$ cat src/rtl/uart_tx_if.sv
// Handshake bundle between a byte producer and the UART transmitter.
// The producer side uses the master modport and the transmitter uses the slave modport.
interface uart_tx_if #(
    parameter int SIZEDATA = 8
);
    logic                i_tick;
    logic                i_tx_start;
    logic [SIZEDATA-1:0] i_tx_data;
    logic                o_tx;
    logic                o_tx_done;
    logic                o_tx_busy;

    modport slave (
        input  i_tick,
        input  i_tx_start,
        input  i_tx_data,
        output o_tx,
        output o_tx_done,
        output o_tx_busy
    );

    modport master (
        output i_tick,
        output i_tx_start,
        output i_tx_data,
        input  o_tx,
        input  o_tx_done,
        input  o_tx_busy
    );
endinterface

$ cat src/rtl/uart_tx.sv
// UART transmitter: start bit, SIZEDATA data bits sent LSB first, then a stop period of SB_TICKS ticks.
// Every output comes straight from a flop, so the serial line cannot glitch.
module uart_tx #(
    parameter int SIZEDATA   = 8,
    parameter int SB_TICKS   = 16,
    parameter int OVERSAMPLE = 16
) (
    input  logic      i_clock,
    input  logic      i_reset,
    uart_tx_if.slave  bus
);
    localparam int TICK_MAX = (OVERSAMPLE > SB_TICKS) ? OVERSAMPLE : SB_TICKS;
    localparam int TICK_W   = (TICK_MAX > 1) ? $clog2(TICK_MAX) : 1;
    localparam int BIT_W    = (SIZEDATA > 1) ? $clog2(SIZEDATA) : 1;

    localparam logic [TICK_W-1:0] OS_LAST  = TICK_W'(OVERSAMPLE - 1);
    localparam logic [TICK_W-1:0] SB_LAST  = TICK_W'(SB_TICKS - 1);
    localparam logic [BIT_W-1:0]  BIT_LAST = BIT_W'(SIZEDATA - 1);

    typedef enum logic [1:0] {
        IDLE  = 2'd0,
        START = 2'd1,
        DATA  = 2'd2,
        STOP  = 2'd3
    } state_e;

    state_e              state_q;
    logic [TICK_W-1:0]   tick_q;
    logic [BIT_W-1:0]    bit_q;
    logic [SIZEDATA-1:0] shreg_q;
    logic [SIZEDATA-1:0] shreg_d;
    logic                tx_q;
    logic                done_q;
    logic                busy_q;

    // Shift register contents after moving to the next data bit.
    always_comb begin
        shreg_d = shreg_q >> 32'd1;
    end

    // Frame sequencer; a request in the done cycle is ignored because done_q is still set.
    always_ff @(posedge i_clock or posedge i_reset) begin
        if (i_reset) begin
            state_q <= IDLE;
            tick_q  <= '0;
            bit_q   <= '0;
            shreg_q <= '0;
            tx_q    <= 1'b1;
            done_q  <= 1'b0;
            busy_q  <= 1'b0;
        end else begin
            done_q <= 1'b0;
            case (state_q)
                IDLE: begin
                    tx_q <= 1'b1;
                    if (bus.i_tx_start && !done_q) begin
                        shreg_q <= bus.i_tx_data;
                        tick_q  <= '0;
                        bit_q   <= '0;
                        tx_q    <= 1'b0;
                        busy_q  <= 1'b1;
                        state_q <= START;
                    end else begin
                        busy_q <= 1'b0;
                    end
                end
                START: begin
                    if (bus.i_tick) begin
                        if (tick_q == OS_LAST) begin
                            tick_q  <= '0;
                            tx_q    <= shreg_q[0];
                            state_q <= DATA;
                        end else begin
                            tick_q <= tick_q + TICK_W'(1);
                        end
                    end
                end
                DATA: begin
                    if (bus.i_tick) begin
                        if (tick_q == OS_LAST) begin
                            tick_q  <= '0;
                            shreg_q <= shreg_d;
                            if (bit_q == BIT_LAST) begin
                                bit_q   <= '0;
                                tx_q    <= 1'b1;
                                state_q <= STOP;
                            end else begin
                                bit_q <= bit_q + BIT_W'(1);
                                tx_q  <= shreg_d[0];
                            end
                        end else begin
                            tick_q <= tick_q + TICK_W'(1);
                        end
                    end
                end
                STOP: begin
                    if (bus.i_tick) begin
                        if (tick_q == SB_LAST) begin
                            tick_q  <= '0;
                            done_q  <= 1'b1;
                            state_q <= IDLE;
                        end else begin
                            tick_q <= tick_q + TICK_W'(1);
                        end
                    end
                end
                default: begin
                    state_q <= IDLE;
                    tick_q  <= '0;
                    bit_q   <= '0;
                    tx_q    <= 1'b1;
                    busy_q  <= 1'b0;
                end
            endcase
        end
    end

    assign bus.o_tx      = tx_q;
    assign bus.o_tx_done = done_q;
    assign bus.o_tx_busy = busy_q;
endmodule
$ cat src/flat_wrapper.sv
// flat-port wrapper written by rule: the top's interface ports become plain ports
module uart_tx_flat 
#(
    parameter int SIZEDATA   = 8,
    parameter int SB_TICKS   = 16,
    parameter int OVERSAMPLE = 16
)
  (i_clock, i_reset, bus_i_tick, bus_i_tx_start, bus_i_tx_data, bus_o_tx, bus_o_tx_done, bus_o_tx_busy);
  uart_tx_if #(.SIZEDATA(SIZEDATA)) bus_i ();
  input  logic i_clock;
  input  logic i_reset;
  input wire logic [$bits(bus_i.i_tick)-1:0] bus_i_tick;
  input wire logic [$bits(bus_i.i_tx_start)-1:0] bus_i_tx_start;
  input wire logic [$bits(bus_i.i_tx_data)-1:0] bus_i_tx_data;
  output wire logic [$bits(bus_i.o_tx)-1:0] bus_o_tx;
  output wire logic [$bits(bus_i.o_tx_done)-1:0] bus_o_tx_done;
  output wire logic [$bits(bus_i.o_tx_busy)-1:0] bus_o_tx_busy;
  assign bus_i.i_tick = bus_i_tick;
  assign bus_i.i_tx_start = bus_i_tx_start;
  assign bus_i.i_tx_data = bus_i_tx_data;
  assign bus_o_tx = bus_i.o_tx;
  assign bus_o_tx_done = bus_i.o_tx_done;
  assign bus_o_tx_busy = bus_i.o_tx_busy;
  uart_tx #(.SIZEDATA(SIZEDATA), .SB_TICKS(SB_TICKS), .OVERSAMPLE(OVERSAMPLE)) u_core (.i_clock(i_clock), .i_reset(i_reset), .bus(bus_i));
endmodule
$ cat config.mk
export PLATFORM = sky130hd
export DESIGN_NAME = uart_tx_flat
export DESIGN_NICKNAME = d
export VERILOG_FILES = /design/src/rtl/uart_tx_if.sv /design/src/rtl/uart_tx.sv /design/src/flat_wrapper.sv
export SDC_FILE = /design/constraint.sdc
export NUM_CORES = 1
export LEC_CHECK = 0
export ABC_AREA = 1
export ABC_CLOCK_PERIOD_IN_PS = 2200
export CAP_MARGIN = 20
export CORE_MARGIN = 4
export CORE_UTILIZATION = 50
export CTS_BUF_LIST = sky130_fd_sc_hd__clkbuf_8
export DETAILED_ROUTE_END_ITERATION = 8
export GPL_ROUTABILITY_DRIVEN = 0
export MAX_ROUTING_LAYER = met4
export PLACE_DENSITY = 0.71
export SYNTH_ARGS = -nofsm -noshare
export SYNTH_HDL_FRONTEND = slang
export SYNTH_SLANG_ARGS = --single-unit
export TNS_END_PERCENT = 5
$ cat constraint.sdc
create_clock -name i_clock -period 2.2 [get_ports i_clock]
set_input_delay 0.44 -clock i_clock [delete_from_list [all_inputs] [get_ports i_clock]]
set_output_delay 0.44 -clock i_clock [all_outputs]
set_load 0.02 [all_outputs]
==> results of run 1 <==
-- logic make-up after synthesis --
kind of cell	Yosys count	synth area share, %
adder cells (fa/ha/maj)	8	8.03
multiplexers	6	4.82
flip-flops	20	40.3
buffers and inverters	20	8.13
AO/OA/AOI/OAI	22	12.7
XOR/XNOR	1	0.703
AND/OR/NAND/NOR	67	25.4
-- worst max path at each step --
stage	from	slack [ns]	end
5_1_grt	u_core.state_q[0]$_DFFE_PP0P_	0.29	u_core.state_q[0]$_DFFE_PP0P_
3_5_place_dp	bus_i_tick	0.41	u_core.tick_q[2]$_DFFE_PP0P_
3_3_place_gp	bus_i_tx_start	0.49	u_core.shreg_q[6]$_DFFE_PP0P_
6_report	u_core.bus.o_tx$_DFFE_PP1P_	0.38	bus_o_tx
4_1_cts	u_core.bus.o_tx$_DFFE_PP1P_	0.36	bus_o_tx
2_1_floorplan	u_core.state_q[0]$_DFFE_PP0P_	0.81	u_core.state_q[0]$_DFFE_PP0P_
-- sequential cells by signal, indices dropped and copies added, names as in the netlist --
signal and flops:
u_core.shreg_q 8, u_core.tick_q 4, u_core.bit_q 3, u_core.state_q 2, u_core.bus.o_tx 1, u_core.bus.o_tx_busy 1, u_core.bus.o_tx_done 1
-- stage by stage --
stage	utilization [%]	total power (µW)	setup slack, ns
finish	63.1	1940	0.376
floorplan	-	1500	0.813
global route	63.1	2130	0.287
CTS	63.1	1960	0.362
detailed placement	60.7	1670	0.415
global placement	60.7	1640	0.493
-- per-layer routing --
layer	vias to the layer above	track usage, %	wire, µm
met2	17	26.3	1090
met3	6	2.90	96
li1	488	-	-
met4	0	10.6	75
met5	-	-	0
met1	428	20.0	1000
-- power by group through the flow --
| stage | Sequential, µW | Clock (µW) | Combinational, µW |
|---|---|---|---|
| detailed placement | 639 | 0 | 1030 |
| finish | 635 | 288 | 1020 |
| global route | 657 | 307 | 1170 |
| CTS | 633 | 295 | 1030 |
| floorplan | 640 | 0 | 856 |
| global placement | 631 | 0 | 1000 |
-- placed cells by master (no fill, tap or decap), types with 2 or more instances in the layout --
| cell | n |
|---|---|
| nand3_1 | 5 |
| o21ai_2 | 12 |
| nor2_1 | 12 |
| nand2_2 | 10 |
| clkdlybuf4s50_1 | 14 |
| mux2i_1 | 6 |
| ha_1 | 8 |
| nand2_4 | 2 |
| o21ai_0 | 8 |
| inv_1 | 15 |
| buf_4 | 2 |
| dfrtp_1 | 19 |
| clkbuf_8 | 4 |
| nand2_1 | 35 |
-- cell type report --
type | count | area, µm²
flip-flops and latches | 20 | 502
repair buffers | 16 | 155
clock buffers | 4 | 55.1
fillers | 202 | 847
well taps | 28 | 35.0
inverters | 16 | 60.1
multi-input cells | 104 | 643
==> flow_metrics.py, run 1 <==
metrics = {
    "die": {
        "io_pins": 15,
        "core_um2": 2300,
        "dieArea_um2": 3360,
        "die_x_um": 57.9,
        "start_util_pct": 54.2,
        "die_h_um": 57.9,
        "placementRows": 17,
    },
    "setup_path": {
        "crit_chain": "clkdlybuf4s50_1",
        "cpPeakStageDelay_ns": 0.59,
        "crit_arrival_ns": 1.38,
        "reg2regPathDepth": 9,
        "crit_cells": 1,
        "path_delay_family": "buffers and inverters",
        "slowest_stage": "clkdlybuf4s50_1",
        "required_ns": 1.76,
        "critPathKind": "reg -> out",
        "path_buf_inv": 1,
        "reg2reg_to": "u_core.bus.o_tx$_DFFE_PP1P_",
        "timing.rr.start": "u_core.state_q[0]$_DFFE_PP0P_",
        "path_max_fanout": 2,
        "worstSetupEndpointType": "output port",
        "r2r_setup_slack_ns": 0.46,
        "crit_path_start_kind": "flop",
    },
    "logic_synthesis": {
        "yosysMostFrequentCell": "nand2_1",
        "ys.flop_type": "dfrtp_1",
        "netlist_top_cells_area": "dfrtp_1, nand2_1, o21ai_2",
        "seq_area_frac_synth_pct": 40.3,
        "syn_inst": 144,
        "synth_top_cell_by_area": "dfrtp_1",
        "synth-edff-count": 0,
        "syn_area_um2": 1250,
        "postSynthAreaPerCell_um2": 8.65,
        "syn_nets": 164,
        "synth_common_cells": "nand2_1, dfrtp_1, inv_1, nor2_1, o21ai_2",
        "ys_ff_latch": 20,
        "netlist.area_leader.share_pct": 38.2,
        "netlist-cell-type-count": 21,
        "async_reset_ff_share_pct": 100,
        "ys_warn_count": 0,
    },
    "power": {
        "peakVddDrop_uv": 875,
        "pwr-share-seq_pct": 32.7,
        "leakagePower_uw": 0.000706,
        "p_per_area_nw_per_um2": 1340,
        "switching_power_uw": 859,
        "switching_share_pct": 44.2,
        "power_frac_clock_pct": 14.8,
        "intPower_uw": 1080,
        "p_comb_share_pct": 52.5,
    },
    "hold_path": {
        "holdPathEnd": "u_core.bus.o_tx$_DFFE_PP1P_",
        "min-delay-start": "u_core.bus.o_tx$_DFFE_PP1P_",
        "hold_depth": 2,
        "worstHoldPathType": "reg -> reg",
    },
    "route": {
        "wl_per_cell_um": 12.0,
        "final_antenna_net_count": 0,
        "detailroute.via_count": 939,
        "drc": 0,
        "first_pass_iters": 4,
        "vias_per_cell": 4.99,
        "first_iter_violations": 20,
        "drt-total-wl_um": 2260,
    },
    "finish": {
        "drive_gt1_share_pct": 21.3,
        "syn2layout_area_growth_pct": 16.4,
        "final_cells": 188,
        "diodes": 0,
        "fin_nets": 181,
        "postLayoutCellArea_um2": 1450,
    },
    "clock_network": {
        "path_clk_slew_ns": 0.08,
        "clk_path_buf_depth": 2,
        "cts_tree": "yes",
        "cts_max_level": 1,
        "ctsResizeCount": 0,
        "cts_setup_buffers": 0,
        "cts.sinks": 20,
        "cts.root.buffer_cell": "clkbuf_8",
        "cts_made_buffers": 3,
        "clk_latency_ns": 0.26,
        "postCtsHoldBufs": 0,
    },
    "timing": {
        "final.setup_skew_ns": 0.00176,
        "hold_violations": 0,
        "grt_setup_unrepaired": "no",
        "fin_crit_sh_pct": 82.9,
        "finalHoldWorstSlack_ns": 0.469,
        "final_max_slew_viol_count": 0,
        "min_period_ns": 1.82,
        "slew_headroom_pct": 62.9,
        "setup_tns_ns": 0,
        "worst_slew_pin_slew_ns": 0.551,
        "setup_viol": 0,
        "clock.fmax_mhz": 548,
    },
    "grt": {
        "antenna_found_initial": 0,
        "grt_overflow": 0,
        "groute.usage.overall_pct": 16.8,
        "grt_pass1_vias": 966,
        "grt_max_degree": 23,
        "grt_pass1_wl_um": 4170,
    },
    "placement": {
        "dp_cells": 184,
        "port_buffers": 14,
        "placed_area_um2": 1400,
        "place_hpwl_um": 1690,
    },
    "flow_run": {
        "cap_violations": 0,
    },
    "status": {
        "outcome": "finished clean",
    },
}
Note: power is estimated with default switching activity, not from simulation.
==> run 2, diff against run 1 <==
--- a/config.mk
+++ b/config.mk
@@ -6,7 +6,7 @@
 export NUM_CORES = 1
 export LEC_CHECK = 0
 export ABC_AREA = 1
-export ABC_CLOCK_PERIOD_IN_PS = 2200
+export ABC_CLOCK_PERIOD_IN_PS = 1710
 export CAP_MARGIN = 20
 export CORE_MARGIN = 4
 export CORE_UTILIZATION = 50
==> constraint.sdc (replaced) <==
create_clock -name i_clock -period 1.71 [get_ports i_clock]
set_input_delay 0.342 -clock i_clock [delete_from_list [all_inputs] [get_ports i_clock]]
set_output_delay 0.342 -clock i_clock [all_outputs]
set_load 0.02 [all_outputs]
==> run 2 against run 1 <==
Register-to-register slack lost 0.30 ns. Clock skew grew 0.00090 ns. Sequential cell count is the same. Clock power grew 63%. Critical path type unchanged. Largest power group unchanged. Highest routed layer unchanged.
==> flow_metrics.py, run 2 (synthesis gave the netlist of run 1 again) <==
metrics = {
    "timing": {
        "setup_viol": 0,
        "clock.fmax_mhz": 640,
        "setup_tns_ns": 0,
        "fin_crit_sh_pct": 91.3,
        "hold_violations": 0,
        "final.setup_skew_ns": 0.00266,
        "worst_slew_pin_slew_ns": 0.261,
        "final_max_slew_viol_count": 0,
        "slew_headroom_pct": 82.6,
        "min_period_ns": 1.56,
        "grt_setup_unrepaired": "no",
    },
    "finish": {
        "fill_cells": 198,
        "largest_reg_flops": 8,
        "syn2layout_area_growth_pct": 20.7,
        "fin_nets": 184,
        "top_register": "u_core.shreg_q",
        "drive_gt1_share_pct": 23.3,
        "diodes": 0,
        "final_common_cell": "nand2_1",
        "mostFrequentLayoutCells": "nand2_1, dfrtp_1, inv_1",
        "final_cells": 191,
        "reg.largest.list": "u_core.shreg_q (8), u_core.tick_q (4), u_core.bit_q (3)",
    },
    "route": {
        "detailroute.via_count": 971,
        "first_iter_violations": 10,
        "drc": 0,
        "vias_per_cell": 5.08,
        "wl_per_cell_um": 12.4,
        "first_pass_iters": 4,
        "final_antenna_net_count": 0,
        "drt-total-wl_um": 2370,
    },
    "clock_network": {
        "path_clk_slew_ns": 0.08,
        "cts_max_level": 1,
        "clk_latency_ns": 0.26,
        "cts_setup_buffers": 0,
        "clk_path_buf_depth": 2,
        "cts_tree": "yes",
        "cts.sinks": 20,
        "cts.root.buffer_cell": "clkbuf_8",
        "cts_made_buffers": 3,
        "postCtsHoldBufs": 0,
    },
    "die": {
        "io_pins": 15,
        "core_um2": 2300,
        "placementRows": 17,
        "die_h_um": 57.9,
        "die_x_um": 57.9,
        "dieArea_um2": 3360,
        "start_util_pct": 54.2,
    },
    "setup_path": {
        "required_ns": 1.37,
        "setup.worst_path.start": "u_core.bus.o_tx_done$_DFF_PP0_",
        "path_delay_family": "buffers and inverters",
        "path_max_fanout": 2,
        "cpPeakStageDelay_ns": 0.61,
        "r2r_setup_slack_ns": 0.16,
        "slowest_stage": "clkdlybuf4s50_1",
        "crit_chain": "clkdlybuf4s50_1",
        "timing.rr.start": "u_core.state_q[0]$_DFFE_PP0P_",
        "path_buf_inv": 1,
        "crit_arrival_ns": 1.22,
        "worstSetupEndpointType": "output port",
        "critPathKind": "reg -> out",
        "crit_path_start_kind": "flop",
    },
    "grt": {
        "groute.usage.overall_pct": 17.2,
        "grt_pass1_vias": 1024,
        "grt_overflow": 0,
        "antenna_found_initial": 0,
        "grt_pass1_wl_um": 4300,
        "grt_max_degree": 23,
    },
    "placement": {
        "dp_cells": 187,
        "port_buffers": 14,
        "place_hpwl_um": 1810,
    },
    "status": {
        "outcome": "finished clean",
    },
    "hold_path": {
        "worstHoldPathType": "in -> async",
    },
    "power": {
        "leakagePower_uw": 0.000731,
        "p_per_area_nw_per_um2": 1800,
        "peakVddDrop_uv": 1240,
    },
    "flow_run": {
        "cap_violations": 0,
    },
}
## run 2: cell count changes in the layout (fill, tap and decap cells not counted), sizes merged
| cell | previous run | this run |
|---|---|---|
| clkdlybuf4s50 | 14 | 13 |
| bufinv | 0 | 1 |
| buf | 2 | 5 |
| dlygate4sd2 | 0 | 1 |
| clkbuf | 4 | 3 |
## run 2: through the flow
stage | total power [µW] | instance area (µm²) | util (%) | hold WS [ns] | setup slack, ns
2_1_floorplan | 1930 | 1250 | - | 0.305 | 0.323
4_1_cts | 2680 | 1490 | 64.8 | 0.411 | 0.116
6_report | 2710 | 1500 | 65.5 | 0.404 | 0.148
3_5_place_dp | 2200 | 1420 | 61.7 | 0.469 | 0.0462
3_3_place_gp | 2150 | 1420 | 61.7 | 0.458 | 0.0954
5_1_grt | 2960 | 1500 | 65.5 | 0.439 | 0.0423
## run 2: repair_timing
action / in CTS / in global routing
setup endpoints to repair: 1 / 13
hold endpoints to repair: 0 / 0
pin swaps: 0 / 0
resized for setup: 1 / 4
## run 2: layout make-up
class	instances	area, µm²	area share [%]
Clock buffer	3	41.3	2.75
Inverter	16	60.1	3.99
Tap cell	28	35.0	2.33
Timing Repair Buffer	19	176	11.7
Multi-Input combinational cell	104	659	43.8
Clock inverter	1	30.0	2.00
Sequential cell	20	502	33.4
## run 2: worst paths after layout
check                           depth (start not counted)                       endpoint
max in group asynchronous                               3    u_core.bus.o_tx$_DFFE_PP1P_
min in group i_clock                                    2    u_core.bus.o_tx$_DFFE_PP1P_
worst max-delay path                                    1                  bus_o_tx_done
worst min-delay path                                    3   u_core.tick_q[0]$_DFFE_PP0P_
worst min register to register                          2    u_core.bus.o_tx$_DFFE_PP1P_
worst max register to register                          9  u_core.state_q[0]$_DFFE_PP0P_
## run 2: power breakdown
| group | internal, µW | leakage [µW] | switching, µW |
|---|---|---|---|
| sequential | 673 | 0.000254 | 140 |
| clock | 312 | 0.0000357 | 157 |
| combinational | 570 | 0.000441 | 858 |
## run 2: metal layers
| layer | global-route usage [%] | up-vias | routed length (µm) |
|---|---|---|---|
| li1 | - | 494 | - |
| met1 | 19.8 | 444 | 995 |
| met2 | 28.4 | 25 | 1220 |
| met3 | 2.90 | 8 | 88 |
| met4 | 9.60 | 0 | 73 |
| met5 | - | - | 0 |
==> run 3, diff against run 2 <==
--- a/config.mk
+++ b/config.mk
@@ -9,12 +9,12 @@
 export ABC_CLOCK_PERIOD_IN_PS = 1710
 export CAP_MARGIN = 20
 export CORE_MARGIN = 4
-export CORE_UTILIZATION = 50
+export CORE_UTILIZATION = 55
 export CTS_BUF_LIST = sky130_fd_sc_hd__clkbuf_8
 export DETAILED_ROUTE_END_ITERATION = 8
 export GPL_ROUTABILITY_DRIVEN = 0
 export MAX_ROUTING_LAYER = met4
-export PLACE_DENSITY = 0.71
+export PLACE_DENSITY = 0.77
 export SYNTH_ARGS = -nofsm -noshare
 export SYNTH_HDL_FRONTEND = slang
 export SYNTH_SLANG_ARGS = --single-unit
==> run 3 against run 2 <==
Utilization grew 5.5 points. Maximum frequency rose by 0.31%. Critical path depth increased by 7. Clock power decreased by 23%. Sequential cell count unchanged. Count of clock-buffer cells in the layout increased by 1. Die area down 7.9%. Cell count fell by 2.1%. Cell area fell by 2.7%. Power is 6.9% lower. Worst setup slack better by 0.0048 ns. Combinational power decreased by 6%. Largest cell class unchanged.
==> flow_metrics.py, run 3 (synthesis gave the netlist of run 1 again) <==
metrics = {
    "finish": {
        "final_common_cell": "nand2_1",
        "final_cells": 187,
        "reg.largest.list": "u_core.shreg_q (8), u_core.tick_q (4), u_core.bit_q (3)",
        "diodes": 0,
        "top_register": "u_core.shreg_q",
        "drive_gt1_share_pct": 21.9,
        "mostFrequentLayoutCells": "nand2_1, dfrtp_1, inv_1",
        "fin_nets": 181,
        "syn2layout_area_growth_pct": 17.4,
        "largest_reg_flops": 8,
    },
    "route": {
        "drt-total-wl_um": 2220,
        "wl_per_cell_um": 11.9,
        "first_pass_iters": 4,
        "vias_per_cell": 5.11,
        "detailroute.via_count": 956,
        "first_iter_violations": 15,
        "drc": 0,
        "final_antenna_net_count": 0,
    },
    "die": {
        "placementRows": 16,
        "core_um2": 2060,
        "io_pins": 15,
        "die_h_um": 55.6,
        "start_util_pct": 60.4,
        "dieArea_um2": 3090,
        "die_x_um": 55.6,
    },
    "clock_network": {
        "path_clk_slew_ns": 0.08,
        "ctsResizeCount": 1,
        "clk_path_buf_depth": 2,
        "cts_made_buffers": 3,
        "cts.root.buffer_cell": "clkbuf_8",
        "cts_setup_buffers": 0,
        "clk_latency_ns": 0.26,
        "cts_tree": "yes",
        "cts_max_level": 1,
        "cts.sinks": 20,
        "postCtsHoldBufs": 0,
    },
    "hold_path": {
        "worstHoldPathType": "in -> async",
    },
    "power": {
        "p_per_area_nw_per_um2": 1720,
        "leakagePower_uw": 0.000711,
        "power_uw": 2520,
        "peakVddDrop_uv": 1310,
    },
    "status": {
        "outcome": "finished clean",
    },
    "timing": {
        "clock.fmax_mhz": 642,
        "worst_slew_pin_slew_ns": 0.366,
        "min_period_ns": 1.56,
        "fin_crit_sh_pct": 91.1,
        "final_max_slew_viol_count": 0,
        "setup_tns_ns": 0,
        "slew_headroom_pct": 75.4,
        "final.setup_skew_ns": 0.00328,
        "hold_violations": 0,
        "grt_setup_unrepaired": "no",
        "finalHoldWorstSlack_ns": 0.404,
        "setup_viol": 0,
    },
    "grt": {
        "antenna_found_initial": 0,
        "grt_overflow": 0,
        "grt_pass1_wl_um": 3910,
        "grt_max_degree": 23,
        "grt_pass1_vias": 937,
        "groute.usage.overall_pct": 16.2,
    },
    "setup_path": {
        "worstSetupEndpointType": "flop",
        "required_ns": 1.85,
        "crit_path_start_kind": "flop",
        "crit_arrival_ns": 1.70,
        "critPathKind": "reg -> reg",
        "path_max_fanout": 22,
    },
    "placement": {
        "dp_cells": 183,
        "place_hpwl_um": 1690,
        "port_buffers": 14,
    },
    "flow_run": {
        "cap_violations": 0,
    },
}
[run 3: metrics by stage]
step | instance area (µm²) | utilization (%) | worst slack (ns)
final | 1460 | 70.9 | 0.153
after detailed placement | 1410 | 68.2 | 0.0541
after CTS | 1460 | 70.8 | 0.0903
after floorplan | 1250 | - | 0.323
after global placement | 1410 | 68.2 | 0.0979
after global routing | 1460 | 70.9 | 0.00290
[run 3: final timing paths]
path / start / end / slack (ns) / depth (start not counted)
min in group i_clock: u_core.bus.o_tx$_DFFE_PP1P_ / u_core.bus.o_tx$_DFFE_PP1P_ / 0.47 / 2
max: u_core.state_q[0]$_DFFE_PP0P_ / u_core.bit_q[1]$_DFFE_PP0P_ / 0.15 / 8
max in group asynchronous: i_reset / u_core.bus.o_tx$_DFFE_PP1P_ / 1.03 / 3
min reg2reg: u_core.bus.o_tx$_DFFE_PP1P_ / u_core.bus.o_tx$_DFFE_PP1P_ / 0.47 / 2
min: i_reset / u_core.tick_q[2]$_DFFE_PP0P_ / 0.40 / 3
max reg2reg: u_core.state_q[0]$_DFFE_PP0P_ / u_core.bit_q[1]$_DFFE_PP0P_ / 0.15 / 8
[run 3: worst max-delay path, cell delays in order, from the launching register on]
cell	delay, ns
dfrtp_1	0.40
inv_1	0.10
ha_1	0.23
inv_1	0.13
nand2_1	0.08
o21ai_2	0.08
nand2_4	0.22
nand2_1	0.14
o21ai_2	0.05
[run 3: routing by layer]
metal	vias up	track usage (%)	part of all wire [%]	wire, µm
li1	491	-	-	-
met5	-	-	0	0
met3	4	3.71	5.9	132
met1	439	21.0	48	1060
met2	22	24.3	45	1000
met4	0	6.60	1.4	31
[run 3: final cells by class]
class	count	area (µm²)
clock buffers	4	55.1
fillers	167	599
inverters	16	60.1
multi-input cells	104	646
flip-flops and latches	20	502
well taps	27	33.8
repair buffers	16	166
[run 3: report_power, final]
| group | switching (µW) | internal, µW |
|---|---|---|
| clock | 155 | 205 |
| combinational | 805 | 541 |
| sequential | 142 | 673 |
| total | 1100 | 1420 |
